[src/rtl/imem_loader.sv]
// Boot loader for the instruction memory: parses a length-prefixed byte stream,
// writes little-endian 32-bit words, verifies an XOR checksum and gates the core.
module imem_loader #(
    parameter int ROM_SIZE = 512,
    parameter int ADDR_W   = $clog2(ROM_SIZE)
) (
    input  logic              clk,
    input  logic              rst,
    input  logic              in_valid,
    input  logic [7:0]        in_data,
    output logic              in_ready,
    input  logic              start,
    output logic              wr_en,
    output logic [ADDR_W-1:0] wr_addr,
    output logic [31:0]       wr_data,
    output logic              core_hold,
    output logic              busy,
    output logic              done,
    output logic              error
);

    localparam logic [2:0] S_LEN  = 3'd0;
    localparam logic [2:0] S_DATA = 3'd1;
    localparam logic [2:0] S_CSUM = 3'd2;
    localparam logic [2:0] S_DONE = 3'd3;
    localparam logic [2:0] S_ERR  = 3'd4;

    logic [2:0]        state_q, state_d;
    logic [1:0]        byte_cnt_q, byte_cnt_d;
    logic [31:0]       len_q, len_d;
    logic [23:0]       word_q, word_d;
    logic [ADDR_W:0]   idx_q, idx_d;
    logic [7:0]        csum_q, csum_d;
    logic              wr_en_q, wr_en_d;
    logic [ADDR_W-1:0] wr_addr_q, wr_addr_d;
    logic [31:0]       wr_data_q, wr_data_d;

    logic              accept;
    logic [31:0]       len_full;
    logic [ADDR_W:0]   idx_inc;

    assign in_ready  = (state_q != S_DONE);
    assign busy      = (state_q == S_LEN) || (state_q == S_DATA) || (state_q == S_CSUM);
    assign done      = (state_q == S_DONE);
    assign error     = (state_q == S_ERR);
    assign core_hold = (state_q != S_DONE);
    assign wr_en     = wr_en_q;
    assign wr_addr   = wr_addr_q;
    assign wr_data   = wr_data_q;

    assign accept   = in_valid && in_ready;
    assign len_full = {in_data, len_q[31:8]};
    assign idx_inc  = idx_q + (ADDR_W+1)'(1);

    always_comb begin
        // NOTE: every next-state signal gets a default here so no path leaves it unassigned (no latches).
        state_d    = state_q;
        byte_cnt_d = byte_cnt_q;
        len_d      = len_q;
        word_d     = word_q;
        idx_d      = idx_q;
        csum_d     = csum_q;
        wr_en_d    = 1'b0;
        wr_addr_d  = wr_addr_q;
        wr_data_d  = wr_data_q;

        case (state_q)
            S_LEN: begin
                if (accept) begin
                    len_d      = len_full;
                    byte_cnt_d = byte_cnt_q + 2'd1;
                    if (byte_cnt_q == 2'd3) begin
                        if (len_full > 32'(ROM_SIZE)) begin
                            state_d = S_ERR;
                        end else if (len_full == 32'd0) begin
                            state_d = S_CSUM;
                        end else begin
                            state_d = S_DATA;
                            idx_d   = '0;
                        end
                    end
                end
            end
            S_DATA: begin
                if (accept) begin
                    csum_d     = csum_q ^ in_data;
                    byte_cnt_d = byte_cnt_q + 2'd1;
                    if (byte_cnt_q == 2'd3) begin
                        wr_en_d   = 1'b1;
                        wr_addr_d = idx_q[ADDR_W-1:0];
                        wr_data_d = {in_data, word_q};
                        idx_d     = idx_inc;
                        if (32'(idx_inc) == len_q) begin
                            state_d = S_CSUM;
                        end
                    end else begin
                        word_d = {in_data, word_q[23:8]};
                    end
                end
            end
            S_CSUM: begin
                if (accept) begin
                    state_d = (in_data == csum_q) ? S_DONE : S_ERR;
                end
            end
            S_DONE, S_ERR: begin
                // start takes priority; any byte accepted in ERR is simply dropped
                if (start) begin
                    state_d    = S_LEN;
                    byte_cnt_d = '0;
                    len_d      = '0;
                    word_d     = '0;
                    idx_d      = '0;
                    csum_d     = '0;
                end
            end
            default: state_d = S_LEN;
        endcase
    end

    // NOTE: sequential state uses non-blocking assignments so all registers update together.
    always_ff @(posedge clk or posedge rst) begin
        if (rst) begin
            state_q    <= S_LEN;
            byte_cnt_q <= '0;
            len_q      <= '0;
            word_q     <= '0;
            idx_q      <= '0;
            csum_q     <= '0;
            wr_en_q    <= 1'b0;
            wr_addr_q  <= '0;
            wr_data_q  <= '0;
        end else begin
            state_q    <= state_d;
            byte_cnt_q <= byte_cnt_d;
            len_q      <= len_d;
            word_q     <= word_d;
            idx_q      <= idx_d;
            csum_q     <= csum_d;
            wr_en_q    <= wr_en_d;
            wr_addr_q  <= wr_addr_d;
            wr_data_q  <= wr_data_d;
        end
    end

endmodule

[config.mk]
export PLATFORM = sky130hd
export DESIGN_NAME = imem_loader
export DESIGN_NICKNAME = d
export VERILOG_FILES = /design/src/rtl/imem_loader.sv
export SDC_FILE = /design/constraint.sdc
export NUM_CORES = 1
export LEC_CHECK = 0
export BUFFER_PORTS_ARGS = -buffer_cell sky130_fd_sc_hd__buf_2
export CAP_MARGIN = 20
export CORE_MARGIN = 10
export CORE_UTILIZATION = 58
export CTS_CLUSTER_DIAMETER = 50
export DETAILED_ROUTE_END_ITERATION = 12
export PLACE_DENSITY_LB_ADDON = 0.2
export SLEW_MARGIN = 20
export SYNTH_ARGS = -nofsm -noshare
export SYNTH_HDL_FRONTEND = slang
export SYNTH_SLANG_ARGS = --single-unit
[constraint.sdc]
create_clock -name clk -period 4.9 [get_ports clk]
set_input_delay 0.245 -clock clk [delete_from_list [all_inputs] [get_ports clk]]
set_output_delay 0.245 -clock clk [all_outputs]
set_load 0.05 [all_outputs]
After elaboration in Yosys (flattened, before gate mapping):

Index checks and enable logic that the tools add are counted.

* flip-flop bits (word level): 121
* bits of input ports: 12
* output and inout bits: 47
* word-level logic and storage cells: 85

* $add $sub $neg: 2
* magnitude comparators: 1
* eq/ne operators: 19
* muxes and demuxes: 35
* bitwise gates (word level): 1
* reduce and logical (&&, ||, !) cells: 18

Operators by type and width (number)
* $mux W24: 3
* $mux W10: 7
* $mux W32: 2
* $pmux W32 S2: 1
* $pmux W24 S2: 1
* $eq A10 B32 Y1: 1
* $gt A32 B10 Y1 const B: 1
* $logic_not A32 Y1: 1
* $pmux W10 S3: 1
* $mux W3: 9
* $mux W8: 2
* $pmux W8 S2: 1
* $ne A2 B2 Y1 const B: 7
* $pmux W3 S4: 1
* $reduce_and A3 Y1: 4
* $add A10 B1 Y10 const B: 1
* $eq A8 B8 Y1: 1
* $ne A2 B1 Y1 const B: 4
* $reduce_and A8 Y1: 1
* $xor A8 B8 Y8: 1
* $reduce_and A7 Y1: 1
* $eq A3 B2 Y1 const B: 2
* $mux W2: 3
* $reduce_bool A2 Y1: 3
* other kinds (13): 17

Depth between registers and ports, before layout:

* word-level depth: 6
* gate-level depth with buffers: 11
* gate-level depth less buffers: 8

Least setup slack after synthesis:

OpenSTA, ideal clock, no wires.

* path kind: flip-flop to flip-flop
* from: reg state_q[1]
* to: reg word_q[5]
* library setup time: 0.132 ns
* arrival: 2.457 ns
* required time: 4.768 ns
* slack: 2.311 ns
* stages on the path, launching flop included: 12
* buffers on the path: 4
* clock period less this slack: 2.589 ns
* cell sequence: dfrtp_1 > buf_2 > nor3b_2 > a21o_1 > nand2_1 > and2_1 > buf_2 > a31o_2 > buf_2 > buf_1 > nand2_1 > o21ai_1

* longest elaborated chain between the ends: 4
* elaborated cells on any way between the ends: 12
* classes of those cells: eq/ne: 7; mux: 1; reduce/logical: 4

RTL lines
* from (decl): RTL line 28 `logic [2:0] state_q, state_d;`
* from (signal assigned): RTL line 134 `state_q <= state_d;`
* $eq A3 B3 Y1 (*)
* net error: RTL line 19 `output logic error`
* $reduce_or A2 Y1 (*): RTL line 67 `case (state_q)`
* $ne A2 B2 Y1 (no source line) or $reduce_bool A2 Y1 (tied branches)
* $reduce_and A4 Y1 (no source line)
* to (signal assigned): RTL line 137 `word_q <= word_d;`
* to (decl): RTL line 31 `logic [23:0] word_q, word_d;`

The timed path passes the listed nets; every way through them passes the cells marked *.
A chain may end at the register's enable or synchronous reset.

Worst setup path in the final report:

* from: reg idx_q[0]
* to: reg state_q[2]

* longest elaborated chain between the ends: 4

RTL lines
* from (decl): RTL line 32 `logic [ADDR_W:0] idx_q, idx_d;`
* from (signal assigned): RTL line 138 `idx_q <= idx_d;`
* $add A10 B1 Y10: RTL line 53 `assign idx_inc = idx_q + (ADDR_W+1)'(1);`
* $eq A10 B32 Y1: RTL line 93 `if (32'(idx_inc) == len_q) begin`
* $ne A2 B1 Y1 (no source line)
* $reduce_and A7 Y1 (no source line)

Every way passes these cells.

==> impl_metrics.xml <==
<?xml version="1.0" encoding="UTF-8"?>
<metrics>
  <group name="critical_path">
    <metric name="reg2regPathDepth" unit="">8</metric>
    <metric name="worstSetupEndpointType" unit="">register</metric>
    <metric name="r2r_slack" unit="ns">2.13</metric>
    <metric name="timing.critical_path.to" unit="">state_q[2]</metric>
    <metric name="worstReg2RegEnd" unit="">state_q[2]</metric>
    <metric name="required" unit="ns">5.29</metric>
    <metric name="timing.critical_path.from" unit="">idx_q[0]</metric>
    <metric name="worst-path-max-fanout" unit="">9</metric>
    <metric name="critical_path_start_type" unit="">register</metric>
    <metric name="rr_startpoint" unit="">idx_q[0]</metric>
    <metric name="arrival" unit="ns">3.16</metric>
    <metric name="critical_path_class" unit="">reg -&gt; reg</metric>
  </group>
  <group name="cts">
    <metric name="post_cts_resize_count" unit="">0</metric>
    <metric name="clock_tree_from_tritoncts" unit="">done</metric>
    <metric name="clock_tree.root_cell" unit="">sky130_fd_sc_hd__clkbuf_8</metric>
    <metric name="post-cts-setup-buffer-count" unit="">0</metric>
    <metric name="cts_hold_buf" unit="">0</metric>
    <metric name="later_pin_clock_latency_in_the_skew_report" unit="ns">0.51</metric>
    <metric name="clkSinkCount" unit="">121</metric>
    <metric name="cts_max_level" unit="">4</metric>
    <metric name="clk_pin_slew" unit="ns">0.06</metric>
    <metric name="numCtsBuffers" unit="">17</metric>
    <metric name="clock_tree.buffer_depth" unit="">2</metric>
  </group>
  <group name="cells_and_area">
    <metric name="seqCellArea" unit="sq mm">0.00303</metric>
    <metric name="diodes" unit="">0</metric>
    <metric name="num-fill-cells" unit="">712</metric>
    <metric name="stdcell_count" unit="">752</metric>
    <metric name="finish.net_count" unit="">642</metric>
    <metric name="layout-area-overhead-vs-synth" unit="%">18.4</metric>
    <metric name="post_route_cells_drive_above_1_share" unit="%">16.2</metric>
    <metric name="multi_input_area" unit="sq mm">0.00221</metric>
  </group>
  <group name="yosys">
    <metric name="synthTopCellsByCount" unit="">sky130_fd_sc_hd__nand2_1 (193), sky130_fd_sc_hd__dfrtp_1 (121), sky130_fd_sc_hd__o21ai_0 (35)</metric>
    <metric name="synth_area_leader_cell" unit="">sky130_fd_sc_hd__dfrtp_1</metric>
    <metric name="count_of_flip_flops_with_a_built_in_enable_after_synthesis" unit="">0</metric>
    <metric name="synthesized_net_count" unit="">597</metric>
    <metric name="syn-instance-count" unit="">583</metric>
    <metric name="synth-main-ff-cell" unit="">sky130_fd_sc_hd__dfrtp_1</metric>
    <metric name="synth.lib_cells_used.distinct" unit="">49</metric>
    <metric name="flip_flop_and_latch_count_after_synthesis" unit="">121</metric>
    <metric name="synth.cell_area" unit="sq mm">0.00541</metric>
    <metric name="syn_avg_cell_area" unit="sq um">9.28</metric>
    <metric name="yosys-top-cells-area" unit="">sky130_fd_sc_hd__dfrtp_1 (56%), sky130_fd_sc_hd__nand2_1 (13%), sky130_fd_sc_hd__a22o_1 (5.2%)</metric>
    <metric name="post-synth-top-count-cell" unit="">sky130_fd_sc_hd__nand2_1</metric>
    <metric name="yosysWarningCount" unit="">0</metric>
    <metric name="ys_seq_area_share" unit="%">55.9</metric>
    <metric name="synth-async-reset-ratio" unit="%">100</metric>
    <metric name="synth_top_area_share" unit="%">55.9</metric>
  </group>
  <group name="floorplanning">
    <metric name="dieArea" unit="sq mm">0.0136</metric>
    <metric name="core" unit="sq mm">0.00915</metric>
    <metric name="floorplan.io_pins" unit="">59</metric>
    <metric name="vertical_die_dimension" unit="microns">117</metric>
    <metric name="std_cell_rows" unit="">35</metric>
    <metric name="initial_core_util" unit="%">59.1</metric>
    <metric name="chipWidth" unit="microns">117</metric>
  </group>
  <group name="drt">
    <metric name="detailroute.via_count" unit="">4321</metric>
    <metric name="drt_first_iter_violations" unit="">360</metric>
    <metric name="detail_route.wl_per_cell" unit="microns">16.6</metric>
    <metric name="drt-pass1-iter-count" unit="">5</metric>
    <metric name="routed_via_density" unit="">5.75</metric>
    <metric name="number_of_nets_still_failing_antenna_checks_after_routing" unit="">0</metric>
    <metric name="wirelength" unit="mm">12.5</metric>
    <metric name="drc" unit="">0</metric>
  </group>
  <group name="sta">
    <metric name="fin_setup_tns" unit="ns">0</metric>
    <metric name="drv_slew" unit="">0</metric>
    <metric name="fin_skew" unit="ns">0.00851</metric>
    <metric name="setup_violations" unit="">0</metric>
    <metric name="final.min_clock_period" unit="ns">2.77</metric>
    <metric name="hold_viol_final" unit="">0</metric>
    <metric name="clock.fmax" unit="MHz">361</metric>
    <metric name="max_slew.worst_pin.slew" unit="ns">0.833</metric>
    <metric name="timing.max_slew.rel_slack" unit="%">44.5</metric>
    <metric name="final_min_period_over_clock_period" unit="%">56.5</metric>
    <metric name="grt_setup_unrepaired" unit="">false</metric>
  </group>
  <group name="hold_path">
    <metric name="hold_class" unit="">in -&gt; reg</metric>
  </group>
  <group name="grt">
    <metric name="number_of_global_route_vias_before_repair" unit="">4369</metric>
    <metric name="grt_antenna_before_repair" unit="">0</metric>
    <metric name="grt_start_max_net_pins" unit="">85</metric>
    <metric name="grt_overflow_total" unit="">0</metric>
    <metric name="first_pass_grt_wire_length" unit="mm">21.3</metric>
    <metric name="groute.usage.overall" unit="%">19.7</metric>
  </group>
  <group name="placement">
    <metric name="place.detailed.hpwl" unit="mm">8.31</metric>
    <metric name="gp_routability_congestion" unit="">0.886</metric>
    <metric name="placement.io_buffers" unit="">58</metric>
    <metric name="place.detailed.instances" unit="">719</metric>
  </group>
  <group name="power">
    <metric name="ir_worst_vdd" unit="mV">0.391</metric>
    <metric name="power_density" unit="mW/mm^2">701</metric>
    <metric name="total_leakage_power" unit="nW">3.32</metric>
  </group>
  <group name="job">
    <metric name="cap_viol_max_count" unit="">0</metric>
  </group>
  <group name="status">
    <metric name="status" unit="">finished clean</metric>
  </group>
</metrics>
==> sequential cells by signal, summed over array words and instances (netlist names) <==
signal and flops:
len_q 32, wr_data 32, word_q 24, idx_q 10, wr_addr 9, csum_q 8, state_q 3, byte_cnt_q 2
wr_en 1
==> critical path, cell delays in order, from the launching register on <==
cell	delay, ns
sky130_fd_sc_hd__dfrtp_1	0.49
sky130_fd_sc_hd__ha_1	0.40
sky130_fd_sc_hd__nand3_1	0.26
sky130_fd_sc_hd__or4b_1	0.51
sky130_fd_sc_hd__o2111ai_1	0.10
sky130_fd_sc_hd__o21ai_1	0.11
sky130_fd_sc_hd__nor4_2	0.34
sky130_fd_sc_hd__o21ai_1	0.15
sky130_fd_sc_hd__mux2_4	0.31
==> logic make-up (layout without fill, tap and decap cells) <==
group	count (synthesis)	in the layout	share of synthesized area [%]
AOI/OAI and AO/OA	119	119	14.4
xor gates and xnor gates	23	23	3.86
adders and majority gates	2	2	0.462
buffers and inverters	45	103	3.37
DFF	121	121	55.9
muxes	1	1	0.277
and+or+nand+nor	272	272	21.7
==> where the power goes <==
group	internal (mW)	leakage (nW)	switching, mW	total [mW]
clock	0.941	0.323	0.436	1.38
sequential	1.31	1.63	0.286	1.59
combinational	0.478	1.37	1.05	1.52
total	2.73	3.32	1.77	4.49
==> cells in the final DEF (no fill, tap or decap), types with 2 or more instances in the layout <==
cell type,Yosys,layout
sky130_fd_sc_hd__nand4_1,6,6
sky130_fd_sc_hd__nor2_1,24,24
sky130_fd_sc_hd__or3_1,4,4
sky130_fd_sc_hd__nand2_1,193,193
sky130_fd_sc_hd__inv_1,6,5
sky130_fd_sc_hd__clkbuf_8,0,2
sky130_fd_sc_hd__nand3_1,7,7
sky130_fd_sc_hd__clkbuf_1,29,2
sky130_fd_sc_hd__a31oi_1,3,3
sky130_fd_sc_hd__clkinv_2,0,3
sky130_fd_sc_hd__xor2_1,5,5
sky130_fd_sc_hd__nor4_1,6,6
sky130_fd_sc_hd__clkbuf_16,0,16
sky130_fd_sc_hd__bufinv_16,0,6
sky130_fd_sc_hd__a22oi_1,2,2
sky130_fd_sc_hd__a21o_1,4,4
sky130_fd_sc_hd__buf_4,1,6
sky130_fd_sc_hd__buf_2,8,58
sky130_fd_sc_hd__nor3_1,5,5
sky130_fd_sc_hd__o22ai_1,2,2
sky130_fd_sc_hd__a21oi_1,4,3
sky130_fd_sc_hd__and3_1,7,7
sky130_fd_sc_hd__o21ai_0,35,35
sky130_fd_sc_hd__and2_1,2,2
sky130_fd_sc_hd__a22o_1,32,32
sky130_fd_sc_hd__xnor2_1,17,17
sky130_fd_sc_hd__o31ai_1,2,2
sky130_fd_sc_hd__o21ai_1,26,26
sky130_fd_sc_hd__clkinv_4,0,3
sky130_fd_sc_hd__nand2b_1,8,8
sky130_fd_sc_hd__ha_1,2,2
sky130_fd_sc_hd__dfrtp_1,121,121
==> layout make-up <==
cell class                      instances  share of cell area (%)
Multi-Input combinational cell        417                    34.5
Clock buffer                           20                    6.79
Tap cell                              111                    2.17
Sequential cell                       121                    47.2
Inverter                                6                   0.430
Clock inverter                         12                    3.46
Timing Repair Buffer                   65                    5.39
==> worst min-delay path by stage <==
stage / cells past startpoint / start / end
2_1_floorplan: 2 / in_data[2] / wr_data[26]
3_3_place_gp: 2 / wr_data[25] / wr_data[25]
3_5_place_dp: 2 / word_q[3] / wr_data[3]
4_1_cts: 2 / rst / word_q[5]
5_1_grt: 3 / in_data[4] / wr_data[28]
6_report: 3 / in_valid / byte_cnt_q[1]
==> metrics by stage <==
step / power [mW] / hold slack, ns / setup slack (ns) / cell area [sq um] / utilization [%]
global route: 4.76 / 0.0433 / 1.87 / 6410 / 70.0
finish: 4.49 / 0.0387 / 2.13 / 6410 / 70.0
detailed placement: 3.12 / 0.457 / 2.16 / 5740 / 62.7
global placement: 3.07 / 0.452 / 2.29 / 5740 / 62.7
CTS: 4.51 / 0.0147 / 2.14 / 6400 / 69.9
floorplan: 2.75 / 0.350 / 1.44 / 5410 / -
==> routing by layer <==
layer | part of all wire [%] | vias to the layer above | global-route usage [%] | wire length, microns
met4 | 1.4 | 0 | 6.92 | 180
li1 | - | 2074 | - | -
met3 | 5.5 | 20 | 4.06 | 691
met2 | 48 | 122 | 32.3 | 6030
met1 | 45 | 2105 | 25.3 | 5610
met5 | 0 | - | 0 | 0
Note: power is estimated with default switching activity, not from simulation.
